## src/rtl/mdu_pkg.sv

```systemverilog
// Shared definitions for the EXE-stage multiply/divide scheduler:
// op codes, FSM state encoding and divider iteration sizing.
package mdu_pkg;

    localparam logic [2:0] OP_MULT  = 3'd0;
    localparam logic [2:0] OP_MULTU = 3'd1;
    localparam logic [2:0] OP_DIV   = 3'd2;
    localparam logic [2:0] OP_DIVU  = 3'd3;
    localparam logic [2:0] OP_MTHI  = 3'd4;
    localparam logic [2:0] OP_MTLO  = 3'd5;

    localparam int DIV_ITERS = 32;
    localparam int CNT_W     = $clog2(DIV_ITERS);

    typedef enum logic [1:0] {
        ST_IDLE = 2'd0,
        ST_MUL  = 2'd1,
        ST_DIV  = 2'd2,
        ST_DONE = 2'd3
    } state_t;

    // Magnitude of a 32-bit operand; unsigned ops pass straight through.
    function automatic logic [31:0] abs_val(input logic [31:0] x, input logic is_signed);
        return (is_signed && x[31]) ? (~x + 32'd1) : x;
    endfunction

endpackage

```

## src/rtl/div_iter.sv

```systemverilog
// Radix-2 restoring divider on unsigned magnitudes, one quotient bit per cycle.
// A divisor of zero naturally yields q = all ones and r = dividend.
module div_iter
    import mdu_pkg::*;
(
    input  logic        clk,
    input  logic        reset,
    input  logic        start,
    input  logic        abort,
    input  logic [31:0] dividend_abs,
    input  logic [31:0] divisor_abs,
    output logic        done,
    output logic [31:0] q,
    output logic [31:0] r
);

    logic             r_active;
    logic [CNT_W-1:0] r_cnt;
    logic [31:0]      r_quo;
    logic [31:0]      r_rem;
    logic [31:0]      r_dvsr;

    logic [32:0]      w_shift;
    logic [31:0]      w_sub;
    logic             w_fits;

    // Partial remainder never exceeds 32 bits, so the subtraction can wrap mod 2^32.
    assign w_shift = {r_rem, r_quo[31]};
    assign w_fits  = (w_shift >= {1'b0, r_dvsr});
    assign w_sub   = w_shift[31:0] - r_dvsr;

    always_ff @(posedge clk) begin
        if (reset || abort) begin
            r_active <= 1'b0;
            r_cnt    <= '0;
            r_quo    <= '0;
            r_rem    <= '0;
            r_dvsr   <= '0;
        end else if (start) begin
            r_active <= 1'b1;
            r_cnt    <= '0;
            r_quo    <= dividend_abs;
            r_rem    <= '0;
            r_dvsr   <= divisor_abs;
        end else if (r_active) begin
            r_rem <= w_fits ? w_sub : w_shift[31:0];
            r_quo <= {r_quo[30:0], w_fits};
            r_cnt <= r_cnt + CNT_W'(1);
            if (r_cnt == CNT_W'(DIV_ITERS - 1)) begin
                r_active <= 1'b0;
            end
        end
    end

    // High during the final iteration; q/r are valid from the following cycle.
    assign done = r_active && (r_cnt == CNT_W'(DIV_ITERS - 1));
    assign q    = r_quo;
    assign r    = r_rem;

endmodule

```

## src/rtl/mdu_scheduler.sv

```systemverilog
// EXE-stage multiply/divide sequencer: stalls EXE while a MULT/DIV runs,
// then emits one HI/LO write pulse; flush or reset abandons the op silently.
module mdu_scheduler
    import mdu_pkg::*;
#(
    parameter int MUL_LAT = 1
)
(
    input  logic        clk,
    input  logic        reset,
    input  logic        op_valid,
    input  logic [2:0]  op_code,
    input  logic [31:0] src1,
    input  logic [31:0] src2,
    input  logic        flush,
    output logic        stall,
    output logic        busy,
    output logic        hi_we,
    output logic        lo_we,
    output logic [31:0] hi_wdata,
    output logic [31:0] lo_wdata
);

    state_t             r_state;
    state_t             w_state_next;
    logic [CNT_W-1:0]   r_cnt;
    logic               r_is_div;
    logic               r_q_neg;
    logic               r_r_neg;
    logic signed [32:0] r_mul_a;
    logic signed [32:0] r_mul_b;
    logic [63:0]        r_prod_pipe [MUL_LAT];

    logic               w_is_mul;
    logic               w_is_div;
    logic               w_signed;
    logic               w_accept;
    logic               w_div_start;
    logic               w_div_done;
    logic [31:0]        w_dvd_abs;
    logic [31:0]        w_dvs_abs;
    logic [31:0]        w_q;
    logic [31:0]        w_r;
    logic [31:0]        w_div_hi;
    logic [31:0]        w_div_lo;
    logic [63:0]        w_prod;

    assign w_is_mul  = (op_code == OP_MULT) || (op_code == OP_MULTU);
    assign w_is_div  = (op_code == OP_DIV)  || (op_code == OP_DIVU);
    assign w_signed  = (op_code == OP_MULT) || (op_code == OP_DIV);
    assign w_dvd_abs = abs_val(src1, w_signed);
    assign w_dvs_abs = abs_val(src2, w_signed);

    // 33x33 signed product; only the low 64 bits are architecturally visible.
    assign w_prod = 64'(r_mul_a) * 64'(r_mul_b);

    // Quotient sign follows operand sign mismatch, remainder follows the dividend.
    assign w_div_lo = r_q_neg ? (~w_q + 32'd1) : w_q;
    assign w_div_hi = r_r_neg ? (~w_r + 32'd1) : w_r;

    div_iter u_div_iter (
        .clk          (clk),
        .reset        (reset),
        .start        (w_div_start),
        .abort        (flush),
        .dividend_abs (w_dvd_abs),
        .divisor_abs  (w_dvs_abs),
        .done         (w_div_done),
        .q            (w_q),
        .r            (w_r)
    );

    always_ff @(posedge clk) begin
        if (reset) begin
            r_state  <= ST_IDLE;
            r_cnt    <= '0;
            r_is_div <= 1'b0;
            r_q_neg  <= 1'b0;
            r_r_neg  <= 1'b0;
            r_mul_a  <= '0;
            r_mul_b  <= '0;
        end else begin
            r_state <= w_state_next;
            r_cnt   <= (r_state == ST_MUL && !flush) ? r_cnt + CNT_W'(1) : '0;
            if (w_accept) begin
                r_is_div <= w_is_div;
                r_q_neg  <= w_signed & (src1[31] ^ src2[31]);
                r_r_neg  <= w_signed & src1[31];
                r_mul_a  <= {w_signed & src1[31], src1};
                r_mul_b  <= {w_signed & src2[31], src2};
            end
        end
    end

    always_ff @(posedge clk) begin
        if (reset) begin
            for (int i = 0; i < MUL_LAT; i++) begin
                r_prod_pipe[i] <= '0;
            end
        end else begin
            r_prod_pipe[0] <= w_prod;
            for (int i = 1; i < MUL_LAT; i++) begin
                r_prod_pipe[i] <= r_prod_pipe[i-1];
            end
        end
    end

    always_comb begin
        w_state_next = r_state;
        w_accept     = 1'b0;
        w_div_start  = 1'b0;
        stall        = 1'b0;
        hi_we        = 1'b0;
        lo_we        = 1'b0;
        hi_wdata     = '0;
        lo_wdata     = '0;

        case (r_state)
            ST_IDLE: begin
                if (op_valid) begin
                    if (w_is_mul) begin
                        w_accept     = 1'b1;
                        stall        = 1'b1;
                        w_state_next = ST_MUL;
                    end else if (w_is_div) begin
                        w_accept     = 1'b1;
                        w_div_start  = 1'b1;
                        stall        = 1'b1;
                        w_state_next = ST_DIV;
                    end else if (op_code == OP_MTHI) begin
                        hi_we    = 1'b1;
                        hi_wdata = src1;
                    end else if (op_code == OP_MTLO) begin
                        lo_we    = 1'b1;
                        lo_wdata = src1;
                    end
                end
            end
            ST_MUL: begin
                stall = 1'b1;
                if (r_cnt == CNT_W'(MUL_LAT - 1)) begin
                    w_state_next = ST_DONE;
                end
            end
            ST_DIV: begin
                stall = 1'b1;
                if (w_div_done) begin
                    w_state_next = ST_DONE;
                end
            end
            ST_DONE: begin
                hi_we        = 1'b1;
                lo_we        = 1'b1;
                hi_wdata     = r_is_div ? w_div_hi : r_prod_pipe[MUL_LAT-1][63:32];
                lo_wdata     = r_is_div ? w_div_lo : r_prod_pipe[MUL_LAT-1][31:0];
                w_state_next = ST_IDLE;
            end
            default: w_state_next = ST_IDLE;
        endcase

        // Flush and reset both kill the op with no architectural side effect.
        if (flush || reset) begin
            w_state_next = ST_IDLE;
            w_accept     = 1'b0;
            w_div_start  = 1'b0;
            stall        = 1'b0;
            hi_we        = 1'b0;
            lo_we        = 1'b0;
            hi_wdata     = '0;
            lo_wdata     = '0;
        end
    end

    assign busy = (r_state != ST_IDLE) && !reset;

endmodule

```

## config.mk

```make
export PLATFORM = sky130hd
export DESIGN_NAME = mdu_scheduler
export DESIGN_NICKNAME = d
export VERILOG_FILES = /design/src/rtl/mdu_pkg.sv /design/src/rtl/div_iter.sv /design/src/rtl/mdu_scheduler.sv
export SDC_FILE = /design/constraint.sdc
export NUM_CORES = 2
export LEC_CHECK = 0
export CAP_MARGIN = 20
export CORE_ASPECT_RATIO = 0.7
export CORE_MARGIN = 4
export CORE_UTILIZATION = 55
export DETAILED_ROUTE_END_ITERATION = 8
export DONT_BUFFER_PORTS = 1
export PLACE_DENSITY = 0.77
export SYNTH_ARGS = -nofsm -noshare
export SYNTH_HDL_FRONTEND = slang
export SYNTH_HIERARCHICAL = 1
export SYNTH_SLANG_ARGS = --single-unit
export TNS_END_PERCENT = 10
```

## constraint.sdc

```tcl
create_clock -name clk -period 16.61 [get_ports clk]
set_clock_uncertainty 0.2 [all_clocks]
set_input_delay 1.661 -clock clk [delete_from_list [all_inputs] [get_ports clk]]
set_output_delay 1.661 -clock clk [all_outputs]
set_load 0.05 [all_outputs]
```

==> run_results.csv <==
group,metric,value,unit
layout,multiInputGateArea,42300,µm²
worst_hold_path,hold_depth,2,
placed_design,hpwl,118000,µm
critical_path,worstPathRequired,16.87,ns
critical_path,max_stage_delay,0.82,ns
route,wirelength,148000,µm
timing,holdWs,0.274,ns
floorplanning,initial_core_util,55.9,%
timing,relSlewSlack,22.8,%
timing,maxSlewViolCount,0,
critical_path,cp-start-kind,"flip-flop",
pwr,swShare,34.9,%
pwr,p_sw,539,µW
global_routing,grt_pass1_vias,43200,
placed_design,port_buffers,0,
global_routing,grt_usage,29.7,%
layout,nets,7290,
layout,fillers,8265,
floorplanning,floorplan.rows,94,
timing,tightestPinTransition,1.18,ns
critical_path,cp_max_fo,21,
route,ant_nets,0,
clock_network,clock-root-buffer,"clkbuf_16",
critical_path,path_cells,"buf_4 > and2_1 > fa_1 > fa_1 > inv_1 > fa_1 > inv_1 > fa_1 > inv_1 > fa_1 > inv_1 > fa_1 > fa_1 > inv_1 > fa_1 > inv_1 > ha_1 > nand4_1 > or3_1 > o31ai_1 > a31oi_1 > o31ai_1 > a31oi_1 > mux2_2",
route,drtPass1Iterations,9,
clock_network,cts_buffers,24,
clock_network,ctsHoldBuffers,0,
run_status,status,"finished clean",
clock_network,cts_setup_buffers,0,
pwr,power_density,28.3,nW/µm²
pwr,p_leak,0.0264,µW
timing,max_freq,110,MHz
worst_hold_path,worstHoldPathType,"flip-flop to flip-flop",
timing,rsz0062_at_grt,"false",
synthesis,synth_edf_count,0,
route,route.detailed.drc,0,
clock_network,htreeDepth,1,
timing,setup_viol,0,
global_routing,grt_pass1_wl,237000,µm
placed_design,place.gp.congestion,0.962,
floorplanning,die_h,268,µm
flow_run,cap_violations,0,
synthesis,yosysUniqueCellTypes,87,
layout,synthToLayoutAreaGrowth,3.17,%
critical_path,crit_arrival,9.33,ns
clock_network,cts_tree,"done",
timing,hold_violations,0,
critical_path,crit_type,"flip-flop to flip-flop",
clock_network,ctsResizeCount,0,
pwr,pwr-share-comb,23.6,%
pwr,clkPwrFrac,37.3,%
synthesis,syn_nets,7539,
critical_path,path_common_cell,"fa_1",
layout,seq_area,4830,µm²
critical_path,reg2regPathDepth,24,
synthesis,synth-async-reset-ratio,0,%
route,vias,41400,
pwr,ir_drop,0.0729,mV
pwr,intPower,1010,µW
route,wl_per_cell,20.8,µm
layout,layout-drive-gt1-share,3.47,%
critical_path,worstSetupEndpointType,"flip-flop",
synthesis,yosys_warnings,6,
layout,layout_commonest_cell,"inv_1",
global_routing,grt_max_degree,146,
layout,layout_common_cells,"1,180 x inv_1, 1,126 x fa_1, 780 x nand2_1, 550 x and2_1, 357 x nor2_1",
synthesis,synthesis.instances,6086,
synthesis,synth_area,53000,µm²
synthesis,synth_seq_cells,241,
global_routing,antenna_found_initial,3,
clock_network,cts.clk_slew.worst_paths,0.10,ns
global_routing,grt_overflow_total,0,
floorplanning,dieArea,101000,µm²
timing,period_share,54.6,%
critical_path,cp_slowest_cell,"o31ai_1",
pwr,seq_power_share,39.1,%
floorplanning,io_pins,139,
floorplanning,fp.dieW,379,µm
floorplanning,core,94800,µm²
synthesis,postSynthAreaPerCell,8.70,µm²
timing,finalCriticalPeriod,9.08,ns
clock_network,cts_sinks,241,
timing,setup_tns,0,ns
clock_network,clockBufferDepth,3,
synthesis,synth_seq_area_share,9.11,%
clock_network,insertion_delay,0.57,ns
synthesis,ys.flop_type,"dfxtp_1",
route,initialDrtViolationCount,4150,
route,via_per_inst,5.82,
[area by class of cell]
class | count | area share (%)
Multi-Input combinational cell | 4302 | 77.5
Sequential cell | 241 | 8.85
Antenna cell | 3 | 0.0137
Clock buffer | 30 | 1.25
Tap cell | 1248 | 2.86
Clock inverter | 14 | 0.188
Inverter | 1181 | 8.11
Timing Repair Buffer | 87 | 1.25
[worst max-delay path: cells and delay by family, from the launching register on]
family,cells,cell delay [ns]
adder cells (fa/ha/maj),9,4.35
AO/OA/AOI/OAI,4,1.81
AND/OR/NAND/NOR,3,0.79
flip-flops,1,0.76
buffers and inverters,7,0.72
multiplexers,1,0.31
[registers in the layout, indices dropped and copies added (netlist names), 2 cells and up]
register and count:
r_prod_pipe 64, r_mul_b 33, r_mul_a 32, u_div_iter/q 32, u_div_iter/r 32, u_div_iter/r_dvsr 32, r_cnt 5, u_div_iter/r_cnt 5
r_state 2
[cell usage after synthesis, types with 7 or more instances]
cell type	number	share of area (%)
a211oi_1	12	0.17
a21o_1	41	0.58
a21oi_1	201	1.9
a222oi_1	27	0.51
a22oi_1	40	0.57
a311oi_2	7	0.20
a31oi_1	19	0.22
and2_1	550	6.5
and3_1	16	0.19
buf_1	22	0.16
buf_2	8	0.076
clkbuf_1	325	2.3
dfxtp_1	241	9.1
fa_1	1126	43
ha_1	256	6.0
inv_1	1181	8.4
mux2_2	11	0.23
mux2i_1	69	1.3
nand2_1	780	5.5
nand2b_1	21	0.25
nand3_1	33	0.31
nand3b_1	63	0.89
nand4_1	24	0.28
nor2_1	357	2.5
nor2b_1	51	0.60
nor3_1	40	0.38
nor4_1	9	0.11
o21a_1	12	0.17
o21ai_0	108	1.0
o21ai_1	7	0.066
o21bai_1	17	0.24
o22ai_1	8	0.094
o31ai_1	32	0.45
o41ai_1	17	0.28
or2_2	10	0.12
or3_1	22	0.26
or4_1	12	0.17
xnor2_1	124	2.1
xor2_1	86	1.4
[metrics by stage]
stage	instances	area (µm²)	total power (µW)	utilization (%)	setup WS (ns)
floorplan	6086	53000	864	-	8.15
global placement	7056	53800	964	56.7	7.81
detailed placement	7057	53800	972	56.8	7.70
CTS	7101	54600	1540	57.6	7.67
global route	7104	54600	1610	57.6	7.09
finish	7106	54600	1550	57.6	7.53
[routing by layer]
metal  routed length (µm)  share of wire [%]  global-route usage, %  vias up
met3                15900                 11                   6.86      352
li1                     -                  -                      -    17900
met5                    0                  0                  0.802        -
met2                65700                 44                   45.5     2187
met1                60900                 41                   42.2    20900
met4                 5590                3.8                   9.50        0
[power by group through the flow]
stage / clock [µW] / combinational, µW / sequential [µW]
global route: 606 / 396 / 606
global placement: 0 / 347 / 617
finish: 577 / 365 / 605
floorplan: 0 / 252 / 613
CTS: 576 / 356 / 604
detailed placement: 0 / 354 / 618
[final timing paths]
path	startpoint	endpoint	slack [ns]
setup / recovery	r_mul_a[9]$_SDFFE_PP0P_	r_prod_pipe[0][61]$_SDFF_PP0_	7.53
hold / removal	r_mul_b[4]$_SDFFE_PP0P_	r_mul_b[4]$_SDFFE_PP0P_	0.27
setup reg to reg	r_mul_a[9]$_SDFFE_PP0P_	r_prod_pipe[0][61]$_SDFF_PP0_	7.53
hold reg to reg	r_mul_b[4]$_SDFFE_PP0P_	r_mul_b[4]$_SDFFE_PP0P_	0.27
[kinds of logic (layout without fill, tap and decap cells)]
group,after synthesis,count (layout),synth area share [%]
AND/OR/NAND/NOR,2019,2019,18.6
XOR/XNOR,210,210,3.47
AO/OA/AOI/OAI,611,611,7.63
buffers and inverters,1543,1312,11.0
adder cells (fa/ha/maj),1382,1382,48.6
flip-flops,241,241,9.11
other,0,3,0
multiplexers,80,80,1.54
No activity file was read; power rests on OpenSTA's default activity.
